$ cat src/rtl/custom_core_ctrl.sv
// Reset, boot and interrupt sequencer for the custom_cv64a6 core wrapper.
// Optional debug-request path is built when CUSTOM_CORE_CTRL_DEBUG_EN is defined.
module custom_core_ctrl #(
  parameter int unsigned           ADDR_WIDTH        = 64,
  parameter int unsigned           RST_HOLD_CYCLES   = 16,
  parameter int unsigned           SYNC_STAGES       = 2,
  parameter logic [ADDR_WIDTH-1:0] DEFAULT_BOOT_ADDR = ADDR_WIDTH'(64'h0000_0000_8000_0000)
) (
  input  logic                  clk_i,
  input  logic                  rst_i,
  input  logic                  start_i,
  input  logic                  soft_rst_i,
  input  logic [ADDR_WIDTH-1:0] boot_addr_cfg_i,
  input  logic [ADDR_WIDTH-1:0] hart_id_cfg_i,
  input  logic [1:0]            irq_async_i,
  input  logic                  ipi_async_i,
  input  logic                  timer_async_i,
  input  logic                  debug_async_i,
  output logic                  core_rst_no,
  output logic [ADDR_WIDTH-1:0] boot_addr_o,
  output logic [ADDR_WIDTH-1:0] hart_id_o,
  output logic [1:0]            irq_o,
  output logic                  ipi_o,
  output logic                  time_irq_o,
  output logic                  debug_req_o,
  output logic                  running_o
);

  localparam int unsigned CNT_W   = 8;
  localparam int unsigned NUM_INT = 4;

  typedef enum logic [1:0] {
    ST_IDLE = 2'd0,
    ST_HOLD = 2'd1,
    ST_RUN  = 2'd2
  } state_e;

  state_e           state_q, state_d;
  logic [CNT_W-1:0] cnt_q, cnt_d;
  logic             latch_cfg;
  logic             run_d;

  // State and hold counter
  always_ff @(posedge clk_i or posedge rst_i) begin
    if (rst_i) begin
      state_q <= ST_IDLE;
      cnt_q   <= '0;
    end else begin
      state_q <= state_d;
      cnt_q   <= cnt_d;
    end
  end

  // Next state; a soft reset relatches config and restarts the hold
  always_comb begin
    state_d   = state_q;
    cnt_d     = cnt_q;
    latch_cfg = 1'b0;
    case (state_q)
      ST_IDLE: begin
        if (start_i) begin
          latch_cfg = 1'b1;
          cnt_d     = CNT_W'(RST_HOLD_CYCLES - 1);
          state_d   = ST_HOLD;
        end
      end
      ST_HOLD: begin
        if (!start_i) begin
          cnt_d   = '0;
          state_d = ST_IDLE;
        end else if (soft_rst_i) begin
          latch_cfg = 1'b1;
          cnt_d     = CNT_W'(RST_HOLD_CYCLES - 1);
        end else if (cnt_q == '0) begin
          state_d = ST_RUN;
        end else begin
          cnt_d = cnt_q - CNT_W'(1);
        end
      end
      ST_RUN: begin
        if (!start_i) begin
          state_d = ST_IDLE;
        end else if (soft_rst_i) begin
          latch_cfg = 1'b1;
          cnt_d     = CNT_W'(RST_HOLD_CYCLES - 1);
          state_d   = ST_HOLD;
        end
      end
      default: begin
        cnt_d   = '0;
        state_d = ST_IDLE;
      end
    endcase
  end

  assign run_d = (state_d == ST_RUN);

  // Core reset, run flag and latched boot configuration
  always_ff @(posedge clk_i or posedge rst_i) begin
    if (rst_i) begin
      core_rst_no <= 1'b0;
      running_o   <= 1'b0;
      boot_addr_o <= DEFAULT_BOOT_ADDR;
      hart_id_o   <= '0;
    end else begin
      core_rst_no <= run_d;
      running_o   <= run_d;
      if (latch_cfg) begin
        boot_addr_o <= boot_addr_cfg_i;
        hart_id_o   <= hart_id_cfg_i;
      end
    end
  end

  // Interrupt synchronizers; the last stage folds in the RUN mask, which
  // equals ANDing the final synchronizer flop with the registered run flag.
  logic [SYNC_STAGES-2:0][NUM_INT-1:0] int_meta;
  logic [NUM_INT-1:0]                  int_q;
  logic [NUM_INT-1:0]                  int_async;

  assign int_async = {timer_async_i, ipi_async_i, irq_async_i};

  always_ff @(posedge clk_i or posedge rst_i) begin
    if (rst_i) begin
      int_meta <= '0;
      int_q    <= '0;
    end else begin
      int_meta[0] <= int_async;
      for (int i = 1; i < int'(SYNC_STAGES) - 1; i++) begin
        int_meta[i] <= int_meta[i-1];
      end
      int_q <= int_meta[SYNC_STAGES-2] & {NUM_INT{run_d}};
    end
  end

  assign irq_o      = int_q[1:0];
  assign ipi_o      = int_q[2];
  assign time_irq_o = int_q[3];

`ifdef CUSTOM_CORE_CTRL_DEBUG_EN
  localparam int unsigned DBG_STRETCH = 4;
  localparam int unsigned STRETCH_W   = 3;

  logic [SYNC_STAGES-2:0] dbg_meta;
  logic                   dbg_q;
  logic [STRETCH_W-1:0]   stretch_q, stretch_d;

  // Keep a debug request alive across core release so the first fetch traps
  always_comb begin
    stretch_d = stretch_q;
    if (state_q == ST_HOLD && state_d == ST_RUN && dbg_q) begin
      stretch_d = STRETCH_W'(DBG_STRETCH);
    end else if (stretch_q != '0) begin
      stretch_d = stretch_q - STRETCH_W'(1);
    end
  end

  always_ff @(posedge clk_i or posedge rst_i) begin
    if (rst_i) begin
      dbg_meta  <= '0;
      dbg_q     <= 1'b0;
      stretch_q <= '0;
    end else begin
      dbg_meta[0] <= debug_async_i;
      for (int i = 1; i < int'(SYNC_STAGES) - 1; i++) begin
        dbg_meta[i] <= dbg_meta[i-1];
      end
      dbg_q     <= dbg_meta[SYNC_STAGES-2] | (stretch_d != '0);
      stretch_q <= stretch_d;
    end
  end

  assign debug_req_o = dbg_q;
`else
  logic unused_debug;
  assign unused_debug = debug_async_i;
  assign debug_req_o  = 1'b0;
`endif

endmodule
$ cat config.mk
export PLATFORM = sky130hd
export DESIGN_NAME = custom_core_ctrl
export DESIGN_NICKNAME = d
export VERILOG_FILES = /design/src/rtl/custom_core_ctrl.sv
export SDC_FILE = /design/constraint.sdc
export NUM_CORES = 1
export LEC_CHECK = 0
export ABC_AREA = 1
export BUFFER_PORTS_ARGS = -buffer_cell sky130_fd_sc_hd__buf_2
export CAP_MARGIN = 20
export CORE_MARGIN = 3
export CORE_UTILIZATION = 52
export DETAILED_ROUTE_END_ITERATION = 10
export PLACE_DENSITY = 0.86
export SLEW_MARGIN = 0
export SYNTH_ARGS = -nofsm -noshare
export SYNTH_HDL_FRONTEND = slang
export SYNTH_SLANG_ARGS = --single-unit
export TNS_END_PERCENT = 10
$ cat constraint.sdc
create_clock -name clk_i -period 10.5 [get_ports clk_i]
set_input_delay 1.05 -clock clk_i [delete_from_list [all_inputs] [get_ports clk_i]]
set_output_delay 1.05 -clock clk_i [all_outputs]
set_load 0.1 [all_outputs]
==> out/summary.json, run 1 <==
{
  "crit_path_max_fanout": {"value": 75},
  "critical-path-top-cell-by-count": {"value": "sky130_fd_sc_hd__nand2_1"},
  "routed_via_count": {"value": 4177},
  "synth.area.top_cells": {"value": "sky130_fd_sc_hd__dfrtp_1 57%, sky130_fd_sc_hd__mux2_4 28%, sky130_fd_sc_hd__buf_12 3.5%"},
  "synth.largest_area_cell": {"value": "sky130_fd_sc_hd__dfrtp_1"},
  "clkSlewWorstSetupHoldPaths": {"value": 0.06, "unit": "ns"},
  "maximum_number_of_buffers_from_clock_root_to_sink": {"value": 2},
  "syn-cell-area": {"value": 6370, "unit": "sq um"},
  "placed_cell_count": {"value": 798},
  "postSynthNetCount": {"value": 543},
  "clock-sinks": {"value": 147},
  "insertion_delay": {"value": 0.41, "unit": "ns"},
  "run_status": {"value": "finished, final reports clean"},
  "numCtsBuffers": {"value": 17},
  "synth_to_layout_area_growth": {"value": 30.1, "unit": "%"},
  "gr-total-overflow": {"value": 0},
  "htree_levels": {"value": 4},
  "min_path_type": {"value": "flop to flop"},
  "hold_violations": {"value": 0},
  "path_cells": {"value": "inv_1 -> ha_1 -> nand2_1 -> nand2_1 -> nand2_8 -> buf_4 -> mux2_1"},
  "gp_congestion": {"value": 0.827},
  "maximum_capacitance_violations": {"value": 0},
  "holdBufCountCts": {"value": 0},
  "drive_gt1_frac": {"value": 0.639},
  "yosys_register_bits": {"value": 147},
  "global_route.usage.total": {"value": 0.222},
  "grt_antenna_before_repair": {"value": 0},
  "totalNegativeSetupSlack": {"value": 0, "unit": "ns"},
  "stdcell_count": {"value": 830},
  "syn_area_per_cell": {"value": 15.9, "unit": "sq um"},
  "max_slew.worst_pin.slew": {"value": 0.914, "unit": "ns"},
  "start_util": {"value": 0.544},
  "die_h": {"value": 117, "unit": "microns"},
  "yosysWarnings": {"value": 0},
  "nNetsFinal": {"value": 817},
  "worst_path_largest_cell_delay": {"value": 0.86, "unit": "ns"},
  "vias_per_cell": {"value": 5.03},
  "tritoncts_clock_tree": {"value": "yes"},
  "grt_first_pass_wirelength": {"value": 23.0, "unit": "mm"},
  "filler_cell_count": {"value": 777},
  "post-cts-setup-buffer-count": {"value": 0},
  "dr_pass1_iterations": {"value": 4},
  "dieArea": {"value": 13600, "unit": "sq um"},
  "wirelength": {"value": 15.4, "unit": "mm"},
  "fin_skew": {"value": 0.00756, "unit": "ns"},
  "post_cts_resized": {"value": 0},
  "drt_iter0_markers": {"value": 342},
  "max_freq": {"value": 0.323, "unit": "GHz"},
  "cp_slowest_cell": {"value": "sky130_fd_sc_hd__buf_4"},
  "antenna_cells_inserted": {"value": 0},
  "cts_root_buffer": {"value": "sky130_fd_sc_hd__clkbuf_16"},
  "crit_arrival": {"value": 3.38, "unit": "ns"},
  "maximum_number_of_pins_on_one_net_before_global_route_repair": {"value": 77},
  "rrSetupSlack": {"value": 7.40, "unit": "ns"},
  "number_of_global_route_vias_before_repair": {"value": 4428},
  "rows": {"value": 39},
  "crit_path_end_kind": {"value": "flop"},
  "synth_top_cell_area_share": {"value": 0.573},
  "core_box_area": {"value": 11700, "unit": "sq um"},
  "worstPathRequired": {"value": 10.78, "unit": "ns"},
  "avgRoutedWirePerCell": {"value": 18.5, "unit": "microns"},
  "period_needed": {"value": 3.10, "unit": "ns"},
  "timing_worst_setup_path_type": {"value": "flop to flop"},
  "worst_slew_margin_rel": {"value": 0.391},
  "antenna_violating_nets_post_route": {"value": 0},
  "i_o_pins": {"value": 272},
  "unrepaired_setup_endpoints_after_global_routing": {"value": "false"},
  "detail_route.drc_violations": {"value": 0},
  "critical_path.startpoint_type": {"value": "flop"},
  "synth_sequential_area_ratio": {"value": 0.577},
  "die_extent_in_x": {"value": 117, "unit": "microns"},
  "final-max-slew-violation-count": {"value": 0},
  "post_synth_num_cell_types": {"value": 26},
  "port_buffers": {"value": 269},
  "setup-violations-final": {"value": 0},
  "post-route-period-util": {"value": 0.295},
  "synth_cells": {"value": 400},
  "dp_hpwl": {"value": 10.9, "unit": "mm"}
}
cells in the final DEF (no fill, tap or decap), types with 8 or more instances in the layout:
cell	count
sky130_fd_sc_hd__a21oi_1	8
sky130_fd_sc_hd__buf_2	269
sky130_fd_sc_hd__clkbuf_16	17
sky130_fd_sc_hd__dfrtp_1	146
sky130_fd_sc_hd__inv_1	18
sky130_fd_sc_hd__mux2_1	8
sky130_fd_sc_hd__mux2_4	120
sky130_fd_sc_hd__nand2_1	26
sky130_fd_sc_hd__nand3_1	9
sky130_fd_sc_hd__nor2_1	13
per-layer routing:
| metal | global-route usage | routed length (microns) |
|---|---|---|
| met4 | 0.0833 | 358 |
| met1 | 0.258 | 5780 |
| met2 | 0.391 | 8130 |
| met5 | 0 | 0 |
| met3 | 0.0627 | 1110 |
cell usage after synthesis, drive strengths merged:
library cell / instances
a21oi: 9
nor3: 1
conb: 1
nand3: 10
nor2: 16
dfrtp: 146
nor4: 1
o21ai: 7
nand3b: 1
buf: 16
mux2: 128
nand2: 28
dfstp: 1
inv: 26
o22ai: 3
ha: 6
sequential cells by signal, indices dropped and copies added, names as in the netlist:
signal	cells
boot_addr_o	64
cnt_q	8
hart_id_o	64
int_meta	4
int_q	4
running_o	1
state_q	2
final timing paths:
check | end | start | cells past startpoint
max in group asynchronous | boot_addr_o[47] | rst_i | 3
min in group asynchronous | hart_id_o[33] | rst_i | 2
hold / removal | int_q[3] | int_meta[3] | 2
setup reg to reg | hart_id_o[31] | state_q[0] | 7
hold reg to reg | int_q[3] | int_meta[3] | 2
setup / recovery | hart_id_o[31] | state_q[0] | 7
metrics by stage:
step | util | hold slack (ns) | area, sq um | setup slack, ns
after floorplan | - | 0.448 | 6370 | 5.50
after global placement | 0.654 | 0.454 | 7660 | 7.21
after detailed placement | 0.654 | 0.466 | 7660 | 7.11
after CTS | 0.708 | 0.475 | 8300 | 7.45
after global routing | 0.708 | 0.512 | 8300 | 7.24
final | 0.708 | 0.476 | 8300 | 7.40
worst max-delay path, delay by kind of cell, from the launching register on:
kind	cells	cell delay, ns
multiplexers	1	0.41
AND/OR/NAND/NOR	3	0.76
buffers and inverters	2	0.97
adder cells (fa/ha/maj)	1	0.30
flip-flops	1	0.42
cell families after synthesis:
| logic type | share of synthesized area |
|---|---|
| and+or+nand+nor | 0.0395 |
| muxes | 0.297 |
| AOI/OAI and AO/OA | 0.0167 |
| adders and majority gates | 0.0118 |
| buffers and inverters | 0.0575 |
| other | 0.000588 |
| DFF | 0.577 |
final cells by class:
type,instances,area [sq um],share of cell area
Inverter,26,103,0.0124
Clock buffer,22,484,0.0584
Clock inverter,10,146,0.0176
Sequential cell,147,3680,0.444
Timing Repair Buffer,271,1360,0.164
Tap cell,143,179,0.0216
Multi-Input combinational cell,211,2340,0.282
Power of run 1 is left out: the tool's default activity adds up to more than one toggle a clock period on the data nets, which glitch-free logic cannot reach.
==> run 2: changes to the inputs <==
--- a/config.mk
+++ b/config.mk
@@ -5,13 +5,13 @@
 export SDC_FILE = /design/constraint.sdc
 export NUM_CORES = 1
 export LEC_CHECK = 0
-export ABC_AREA = 1
+export ABC_AREA = 0
 export BUFFER_PORTS_ARGS = -buffer_cell sky130_fd_sc_hd__buf_2
 export CAP_MARGIN = 20
 export CORE_MARGIN = 3
-export CORE_UTILIZATION = 52
+export CORE_UTILIZATION = 42
 export DETAILED_ROUTE_END_ITERATION = 10
-export PLACE_DENSITY = 0.86
+export PLACE_DENSITY = 0.76
 export SLEW_MARGIN = 0
 export SYNTH_ARGS = -nofsm -noshare
 export SYNTH_HDL_FRONTEND = slang
==> constraint.sdc (replaced) <==
create_clock -name clk_i -period 2.5 [get_ports clk_i]
set_input_delay 0.25 -clock clk_i [delete_from_list [all_inputs] [get_ports clk_i]]
set_output_delay 0.25 -clock clk_i [all_outputs]
set_load 0.1 [all_outputs]
==> run 2 against run 1 <==
  * The flow now finishes with violations (negative hold slack)
  * Sequential share of layout area grew 1.9 points
  * Wire length decreased by 15%
  * Via count fell by 2.6%
  * Final area decreased by 4.1%
  * Setup slack got worse by 7.1 ns
  * Non-clock buffer count grew 6
  * Register-to-register slack lost 7.1 ns
  * Clock skew barely moved
  * Flip-flop and latch count did not move
  * Final cell count increased by 1.3%
  * Utilization is 11 points lower
  * Largest cell class unchanged
==> out/summary.json, run 2 <==
{
  "layout_common_cells": {"value": "269 x sky130_fd_sc_hd__buf_2, 146 x sky130_fd_sc_hd__dfrtp_1, 132 x sky130_fd_sc_hd__mux2_2", "change": "was 269 x sky130_fd_sc_hd__buf_2, 146 x sky130_fd_sc_hd__dfrtp_1, 120 x sky130_fd_sc_hd__mux2_4"},
  "postSynthNetCount": {"value": 519, "change": "was 543"},
  "synth.largest_area_cell": {"value": "sky130_fd_sc_hd__dfrtp_1", "change": "unchanged"},
  "synth.area.top_cells": {"value": "sky130_fd_sc_hd__dfrtp_1 63%, sky130_fd_sc_hd__mux2_2 26%, sky130_fd_sc_hd__ha_1 1.3%", "change": "was sky130_fd_sc_hd__dfrtp_1 57%, sky130_fd_sc_hd__mux2_4 28%, sky130_fd_sc_hd__buf_12 3.5%"},
  "htree_levels": {"value": 4, "change": "unchanged"},
  "syn_area_per_cell": {"value": 15.4, "unit": "sq um", "change": "was 15.9 sq um"},
  "maximum_number_of_buffers_from_clock_root_to_sink": {"value": 2, "change": "unchanged"},
  "vias_per_cell": {"value": 4.84, "change": "was 5.03"},
  "totalNegativeSetupSlack": {"value": 0, "unit": "ns", "change": "unchanged"},
  "period_needed": {"value": 2.16, "unit": "ns", "change": "was 3.10 ns"},
  "violated_checks": {"value": "negative hold slack"},
  "stdcell_count": {"value": 841, "change": "was 830"},
  "max_slew.worst_pin.slew": {"value": 0.856, "unit": "ns", "change": "was 0.914 ns"},
  "nNetsFinal": {"value": 795, "change": "was 817"},
  "dieArea": {"value": 15200, "unit": "sq um", "change": "was 13600 sq um"},
  "insertion_delay": {"value": 0.42, "unit": "ns", "change": "was 0.41 ns"},
  "post-route-period-util": {"value": 0.865, "change": "was 0.295"},
  "port_buffers": {"value": 269, "change": "unchanged"},
  "timing_worst_setup_path_type": {"value": "flop to flop", "change": "unchanged"},
  "yosys_register_bits": {"value": 147, "change": "unchanged"},
  "synthTopCellsByCount": {"value": "146 x sky130_fd_sc_hd__dfrtp_1, 132 x sky130_fd_sc_hd__mux2_2, 14 x sky130_fd_sc_hd__buf_2", "change": "was 146 x sky130_fd_sc_hd__dfrtp_1, 120 x sky130_fd_sc_hd__mux2_4, 26 x sky130_fd_sc_hd__nand2_1"},
  "maximum_capacitance_violations": {"value": 0, "change": "unchanged"},
  "post-cts-setup-buffer-count": {"value": 0, "change": "unchanged"},
  "gp_congestion": {"value": 0.781, "change": "was 0.827"},
  "yosys.cell_count.top_type": {"value": "sky130_fd_sc_hd__dfrtp_1", "change": "unchanged"},
  "min_path_type": {"value": "input port to async pin", "change": "was flop to flop"},
  "grt_first_pass_wirelength": {"value": 20.7, "unit": "mm", "change": "was 23.0 mm"},
  "setup-violations-final": {"value": 0, "change": "unchanged"},
  "crit_path_end_kind": {"value": "flop", "change": "unchanged"},
  "antenna_cells_inserted": {"value": 0, "change": "unchanged"},
  "dp_hpwl": {"value": 9.60, "unit": "mm", "change": "was 10.9 mm"},
  "clkSlewWorstSetupHoldPaths": {"value": 0.06, "unit": "ns", "change": "about the same"},
  "max_freq": {"value": 0.462, "unit": "GHz", "change": "was 0.323 GHz"},
  "number_of_global_route_vias_before_repair": {"value": 4346, "change": "was 4428"},
  "detail_route.drc_violations": {"value": 0, "change": "unchanged"},
  "syn-cell-area": {"value": 5770, "unit": "sq um", "change": "was 6370 sq um"},
  "routed_via_count": {"value": 4067, "change": "was 4177"},
  "run_status": {"value": "complete, but fails checks", "change": "was finished, final reports clean"},
  "i_o_pins": {"value": 272, "change": "unchanged"},
  "die_h": {"value": 123, "unit": "microns", "change": "was 117 microns"},
  "dr_pass1_iterations": {"value": 4, "change": "unchanged"},
  "wirelength": {"value": 13.1, "unit": "mm", "change": "was 15.4 mm"},
  "core_box_area": {"value": 13300, "unit": "sq um", "change": "was 11700 sq um"},
  "synth_cells": {"value": 376, "change": "was 400"},
  "synth_sequential_area_ratio": {"value": 0.638, "change": "was 0.577"},
  "fin_skew": {"value": 0.00776, "unit": "ns", "change": "was 0.00756 ns"},
  "die_extent_in_x": {"value": 123, "unit": "microns", "change": "was 117 microns"},
  "drt_iter0_markers": {"value": 157, "change": "was 342"},
  "yosysWarnings": {"value": 0, "change": "unchanged"},
  "numCtsBuffers": {"value": 17, "change": "unchanged"},
  "final-max-slew-violation-count": {"value": 0, "change": "unchanged"},
  "final_common_cell": {"value": "sky130_fd_sc_hd__buf_2", "change": "unchanged"},
  "gr-total-overflow": {"value": 0, "change": "unchanged"},
  "tritoncts_clock_tree": {"value": "yes", "change": "unchanged"},
  "ys_async_sr_fraction": {"value": 1.00, "change": "unchanged"},
  "drive_gt1_frac": {"value": 0.660, "change": "was 0.639"},
  "synth_to_layout_area_growth": {"value": 37.8, "unit": "%", "change": "was 30.1%"},
  "post_synth_num_cell_types": {"value": 37, "change": "was 26"},
  "unrepaired_setup_endpoints_after_global_routing": {"value": "false", "change": "unchanged"},
  "crit_arrival": {"value": 2.50, "unit": "ns", "change": "was 3.38 ns"},
  "maximum_number_of_pins_on_one_net_before_global_route_repair": {"value": 148, "change": "was 77"},
  "avgRoutedWirePerCell": {"value": 15.6, "unit": "microns", "change": "was 18.5 microns"},
  "crit_path_max_fanout": {"value": 10, "change": "was 75"},
  "cts_root_buffer": {"value": "sky130_fd_sc_hd__clkbuf_16", "change": "unchanged"},
  "reg.largest.list": {"value": "boot_addr_o: 64 flops, hart_id_o: 64 flops, cnt_q: 8 flops", "change": "unchanged"},
  "synth_edf_count": {"value": 0, "change": "unchanged"},
  "worst_slew_margin_rel": {"value": 0.424, "change": "was 0.391"},
  "primary_ff_master_synth": {"value": "sky130_fd_sc_hd__dfrtp_1", "change": "unchanged"},
  "start_util": {"value": 0.432, "change": "was 0.544"},
  "clock-sinks": {"value": 147, "change": "unchanged"},
  "critical_path.startpoint_type": {"value": "flop", "change": "unchanged"},
  "global_route.usage.total": {"value": 0.175, "change": "was 0.222"},
  "placed_cell_count": {"value": 805, "change": "was 798"},
  "hold_ws": {"value": -0.0196, "unit": "ns", "change": "was 0.476 ns"},
  "rows": {"value": 42, "change": "was 39"},
  "antenna_violating_nets_post_route": {"value": 0, "change": "unchanged"},
  "worstPathRequired": {"value": 2.84, "unit": "ns", "change": "was 10.78 ns"},
  "synth_top_cell_area_share": {"value": 0.633, "change": "was 0.573"},
  "hold_violations": {"value": 4, "change": "was 0"},
  "grt_antenna_before_repair": {"value": 0, "change": "unchanged"}
}
[run 2: cell count changes after synthesis, moves of 11 or more]
cell,change
sky130_fd_sc_hd__buf_2,+14
sky130_fd_sc_hd__buf_12,-11
sky130_fd_sc_hd__inv_1,-11
sky130_fd_sc_hd__mux2_2,+132
sky130_fd_sc_hd__mux2_4,-120
sky130_fd_sc_hd__nand2_1,-25
[run 2: cell type report]
type                       count  area [sq um]
tap                          176           220
fill                        1099          5400
timing repair buffer         277          1450
clock inverter                 7           123
inverter                       8          33.8
multi-input combinational    201          1960
sequential                   147          3680
clock buffer                  25           485
[run 2: stage by stage]
step | instance area, sq um | hold slack, ns | utilization | worst slack (ns)
floorplan | 5780 | 0.281 | - | 0.404
global placement | 7300 | 0.373 | 0.547 | 0.421
detailed placement | 7300 | 0.363 | 0.547 | 0.366
CTS | 7950 | 0.0400 | 0.596 | 0.362
global route | 7950 | 0.0469 | 0.596 | 0.172
finish | 7950 | -0.0196 | 0.596 | 0.337
[run 2: critical path: stages (launching register included)]
cell	delay, ns
sky130_fd_sc_hd__dfrtp_1	0.42
sky130_fd_sc_hd__inv_1	0.10
sky130_fd_sc_hd__ha_1	0.25
sky130_fd_sc_hd__nor2_1	0.31
sky130_fd_sc_hd__o21ai_0	0.17
sky130_fd_sc_hd__buf_4	0.20
sky130_fd_sc_hd__or4_1	0.48
sky130_fd_sc_hd__a21oi_1	0.15
[run 2: path summary, 6_finish.rpt]
kind | start | endpoint | cells past startpoint | slack (ns)
setup / recovery | state_q[0] | cnt_q[6] | 7 | 0.34
hold / removal | rst_i | boot_addr_o[16] | 3 | -0.02
setup reg to reg | state_q[0] | cnt_q[6] | 7 | 0.34
hold reg to reg | int_meta[2] | int_q[2] | 1 | 0.46
max in group asynchronous | rst_i | hart_id_o[33] | 3 | 1.81
min in group clk_i | boot_addr_cfg_i[55] | boot_addr_o[55] | 2 | 0.06
[run 2: kinds of logic after synthesis]
family	synth area share
adders and majority gates	0.0130
AOI/OAI and AO/OA	0.0308
and+or+nand+nor	0.0345
xor gates and xnor gates	0.00152
muxes	0.258
buffers and inverters	0.0245
DFF	0.638
other	0.000650
[run 2: repair_timing]
item	in CTS	in global routing
gates resized for setup	0	0
endpoints found under the setup margin	0	0
hold buffers	4	0
hold endpoints to repair	4	0
[run 2: routing by layer]
layer / track usage / wire [microns] / vias up
li1: - / - / 1888
met1: 0.195 / 4870 / 1986
met2: 0.303 / 6940 / 172
met3: 0.0618 / 1080 / 21
met4: 0.0775 / 248 / 0
met5: 0 / 0 / -
Power of run 2 is left out for the same reason.
==> run 3: changes to the inputs <==
--- a/config.mk
+++ b/config.mk
@@ -8,11 +8,9 @@
 export ABC_AREA = 0
 export BUFFER_PORTS_ARGS = -buffer_cell sky130_fd_sc_hd__buf_2
 export CAP_MARGIN = 20
-export CORE_MARGIN = 3
 export CORE_UTILIZATION = 42
 export DETAILED_ROUTE_END_ITERATION = 10
 export PLACE_DENSITY = 0.76
-export SLEW_MARGIN = 0
 export SYNTH_ARGS = -nofsm -noshare
 export SYNTH_HDL_FRONTEND = slang
 export SYNTH_SLANG_ARGS = --single-unit
==> constraint.sdc (replaced) <==
create_clock -name clk_i -period 1.73 [get_ports clk_i]
set_input_delay 0.173 -clock clk_i [delete_from_list [all_inputs] [get_ports clk_i]]
set_output_delay 0.173 -clock clk_i [all_outputs]
set_load 0.1 [all_outputs]
==> run 3 against run 2 <==
  * The flow finishes with violations (negative setup slack)
  * Setup slack worse by 0.58 ns
  * Utilization rose by 18 points
  * Final cell count grew 21%
  * Flip-flop and latch count unchanged
  * Critical path depth rose by 1
  * Critical path type unchanged
  * Critical endpoint is now hart_id_o[30]
  * Largest cell class unchanged
==> out/summary.json, run 3 (synthesized netlist as in run 2, its figures left out) <==
{
  "global_route.usage.total": {"value": 0.236, "change": "was 0.175"},
  "grt_most_used_layer": {"value": "met2", "change": "unchanged"},
  "stdcell_count": {"value": 1014, "change": "was 841"},
  "max_slew.worst_pin.slew": {"value": 0.575, "unit": "ns", "change": "was 0.856 ns"},
  "met2_layer_usage_reported_by_global_route": {"value": 0.443, "change": "was 0.303"},
  "final_design_area_no_fill": {"value": 10300, "unit": "sq um", "change": "was 7950 sq um"},
  "antenna_violating_nets_post_route": {"value": 0, "change": "unchanged"},
  "dieArea": {"value": 14200, "unit": "sq um", "change": "was 15200 sq um"},
  "gp_congestion": {"value": 0.837, "change": "was 0.781"},
  "crit_path_max_fanout": {"value": 8, "change": "was 10"},
  "numCtsBuffers": {"value": 17, "change": "unchanged"},
  "min_path_type": {"value": "input port to flop", "change": "was input port to async pin"},
  "drt_iter0_markers": {"value": 169, "change": "was 157"},
  "detail_route.drc_violations": {"value": 0, "change": "unchanged"},
  "clkSlewWorstSetupHoldPaths": {"value": 0.06, "unit": "ns", "change": "about the same"},
  "insertion_delay": {"value": 0.41, "unit": "ns", "change": "was 0.42 ns"},
  "htree_levels": {"value": 4, "change": "unchanged"},
  "dr_pass1_iterations": {"value": 4, "change": "unchanged"},
  "synth_to_layout_area_growth": {"value": 78.3, "unit": "%", "change": "was 37.8%"},
  "fin_skew": {"value": 0.00699, "unit": "ns", "change": "was 0.00776 ns"},
  "i_o_pins": {"value": 272, "change": "unchanged"},
  "totalNegativeSetupSlack": {"value": -27.89, "unit": "ns", "change": "was 0 ns"},
  "die_h": {"value": 119, "unit": "microns", "change": "was 123 microns"},
  "drive_gt1_frac": {"value": 0.601, "change": "was 0.660"},
  "avgRoutedWirePerCell": {"value": 20.3, "unit": "microns", "change": "was 15.6 microns"},
  "crit_arrival": {"value": 2.27, "unit": "ns", "change": "was 2.50 ns"},
  "die_extent_in_x": {"value": 119, "unit": "microns", "change": "was 123 microns"},
  "crit_path_end_kind": {"value": "flop", "change": "unchanged"},
  "vias_per_cell": {"value": 4.98, "change": "was 4.84"},
  "worst_slew_margin_rel": {"value": 0.614, "change": "was 0.424"},
  "maximum_capacitance_violations": {"value": 0, "change": "unchanged"},
  "postPlaceCellArea": {"value": 7520, "unit": "sq um", "change": "was 7300 sq um"},
  "timing_worst_setup_path_type": {"value": "flop to flop", "change": "unchanged"},
  "unrepaired_setup_endpoints_after_global_routing": {"value": "true", "change": "was false"},
  "dp_hpwl": {"value": 10.1, "unit": "mm", "change": "was 9.60 mm"},
  "worstPathRequired": {"value": 2.02, "unit": "ns", "change": "was 2.84 ns"},
  "final_common_cell": {"value": "sky130_fd_sc_hd__buf_2", "change": "unchanged"},
  "cts_root_buffer": {"value": "sky130_fd_sc_hd__clkbuf_16", "change": "unchanged"},
  "start_util": {"value": 0.432, "change": "unchanged"},
  "met3_usage": {"value": 0.0603, "change": "was 0.0618"},
  "run_status": {"value": "complete, but fails checks", "change": "unchanged"},
  "final_critical_path_setup_slack": {"value": -0.247, "unit": "ns", "change": "was 0.337 ns"},
  "reg.largest.list": {"value": "boot_addr_o: 64 flops, hart_id_o: 64 flops, cnt_q: 8 flops", "change": "unchanged"},
  "max_freq": {"value": 0.506, "unit": "GHz", "change": "was 0.462 GHz"},
  "layout_common_cells": {"value": "269 x sky130_fd_sc_hd__buf_2, 146 x sky130_fd_sc_hd__dfrtp_1, 131 x sky130_fd_sc_hd__dlygate4sd3_1", "change": "was 269 x sky130_fd_sc_hd__buf_2, 146 x sky130_fd_sc_hd__dfrtp_1, 132 x sky130_fd_sc_hd__mux2_2"},
  "grt_first_pass_wirelength": {"value": 25.6, "unit": "mm", "change": "was 20.7 mm"},
  "number_of_global_route_vias_before_repair": {"value": 5193, "change": "was 4346"},
  "routed_via_count": {"value": 5048, "change": "was 4067"},
  "violated_checks": {"value": "negative setup slack", "change": "was negative hold slack"},
  "port_buffers": {"value": 269, "change": "unchanged"},
  "setup-violations-final": {"value": 140, "change": "was 0"},
  "tritoncts_clock_tree": {"value": "yes", "change": "unchanged"},
  "clock-sinks": {"value": 147, "change": "unchanged"},
  "maximum_number_of_pins_on_one_net_before_global_route_repair": {"value": 86, "change": "was 148"},
  "wirelength": {"value": 20.6, "unit": "mm", "change": "was 13.1 mm"},
  "grt_antenna_before_repair": {"value": 1, "change": "was 0"},
  "final-max-slew-violation-count": {"value": 0, "change": "unchanged"},
  "critical_path.startpoint_type": {"value": "flop", "change": "unchanged"},
  "gr-total-overflow": {"value": 0, "change": "unchanged"},
  "period_needed": {"value": 1.98, "unit": "ns", "change": "was 2.16 ns"},
  "core_box_area": {"value": 13300, "unit": "sq um", "change": "unchanged"},
  "post-route-period-util": {"value": 1.14, "change": "was 0.865"},
  "met1_usage": {"value": 0.242, "change": "was 0.195"},
  "maximum_number_of_buffers_from_clock_root_to_sink": {"value": 2, "change": "unchanged"},
  "hold_violations": {"value": 0, "change": "was 4"},
  "rows": {"value": 42, "change": "unchanged"},
  "nNetsFinal": {"value": 967, "change": "was 795"},
  "placed_cell_count": {"value": 831, "change": "was 805"}
}
## run 3: changes by cell type in the layout (fill, tap and decap cells not counted), moves of 5 or more
| cell | change |
|---|---|
| sky130_fd_sc_hd__buf_12 | +7 |
| sky130_fd_sc_hd__buf_4 | +19 |
| sky130_fd_sc_hd__buf_6 | +6 |
| sky130_fd_sc_hd__clkbuf_16 | +11 |
| sky130_fd_sc_hd__dlygate4sd3_1 | +127 |
| sky130_fd_sc_hd__ha_1 | -5 |
| sky130_fd_sc_hd__mux2_2 | -94 |
| sky130_fd_sc_hd__mux2_4 | +94 |
## run 3: what timing repair did
item,CTS,global route
setup endpoints to repair,141,141
pin swaps,3,7
cloned,0,17
buffers inserted,0,3
hold endpoints to repair,271,5
hold buffers,126,5
resized for setup,6,131
## run 3: final timing paths
kind,start,endpoint,slack [ns],cells past startpoint
hold / removal,boot_addr_cfg_i[25],boot_addr_o[25],0.03,2
max in group asynchronous,rst_i,boot_addr_o[31],0.88,4
min in group asynchronous,rst_i,hart_id_o[8],0.41,4
setup / recovery,state_q[0],hart_id_o[30],-0.25,8
setup reg to reg,state_q[0],hart_id_o[30],-0.25,8
hold reg to reg,int_meta[2],int_q[2],0.46,1
## run 3: layout make-up
type                       instances  area [sq um]
sequential                       147          3680
timing repair buffer             449          3380
fill                             762          3060
multi-input combinational        201          2420
clock buffer                      20           447
tap                              176           220
clock inverter                    12           109
inverter                           8          33.8
antenna                            1          2.50
## run 3: worst max-delay path: stages (launching register included)
cell	delay [ns]
sky130_fd_sc_hd__dfrtp_1	0.38
sky130_fd_sc_hd__inv_2	0.08
sky130_fd_sc_hd__ha_4	0.29
sky130_fd_sc_hd__a21oi_4	0.06
sky130_fd_sc_hd__nor3b_4	0.21
sky130_fd_sc_hd__buf_6	0.19
sky130_fd_sc_hd__buf_12	0.17
sky130_fd_sc_hd__buf_12	0.14
sky130_fd_sc_hd__mux2_2	0.34
## run 3: stage by stage
step                      worst slack (ns)  hold WS (ns)  utilization
final                               -0.247        0.0304        0.771
after floorplan                     -0.289         0.204            -
after global placement              -0.114         0.283        0.564
after global routing                -0.284       0.00201        0.771
after CTS                           -0.197       0.00127        0.701
after detailed placement            -0.165         0.287        0.564
## run 3: per-layer routing
layer,part of all wire,vias to the layer above
met4,0.031,0
met5,0,-
met3,0.057,54
met1,0.35,2505
met2,0.56,262
li1,-,2227
Power of run 3 is left out for the same reason.
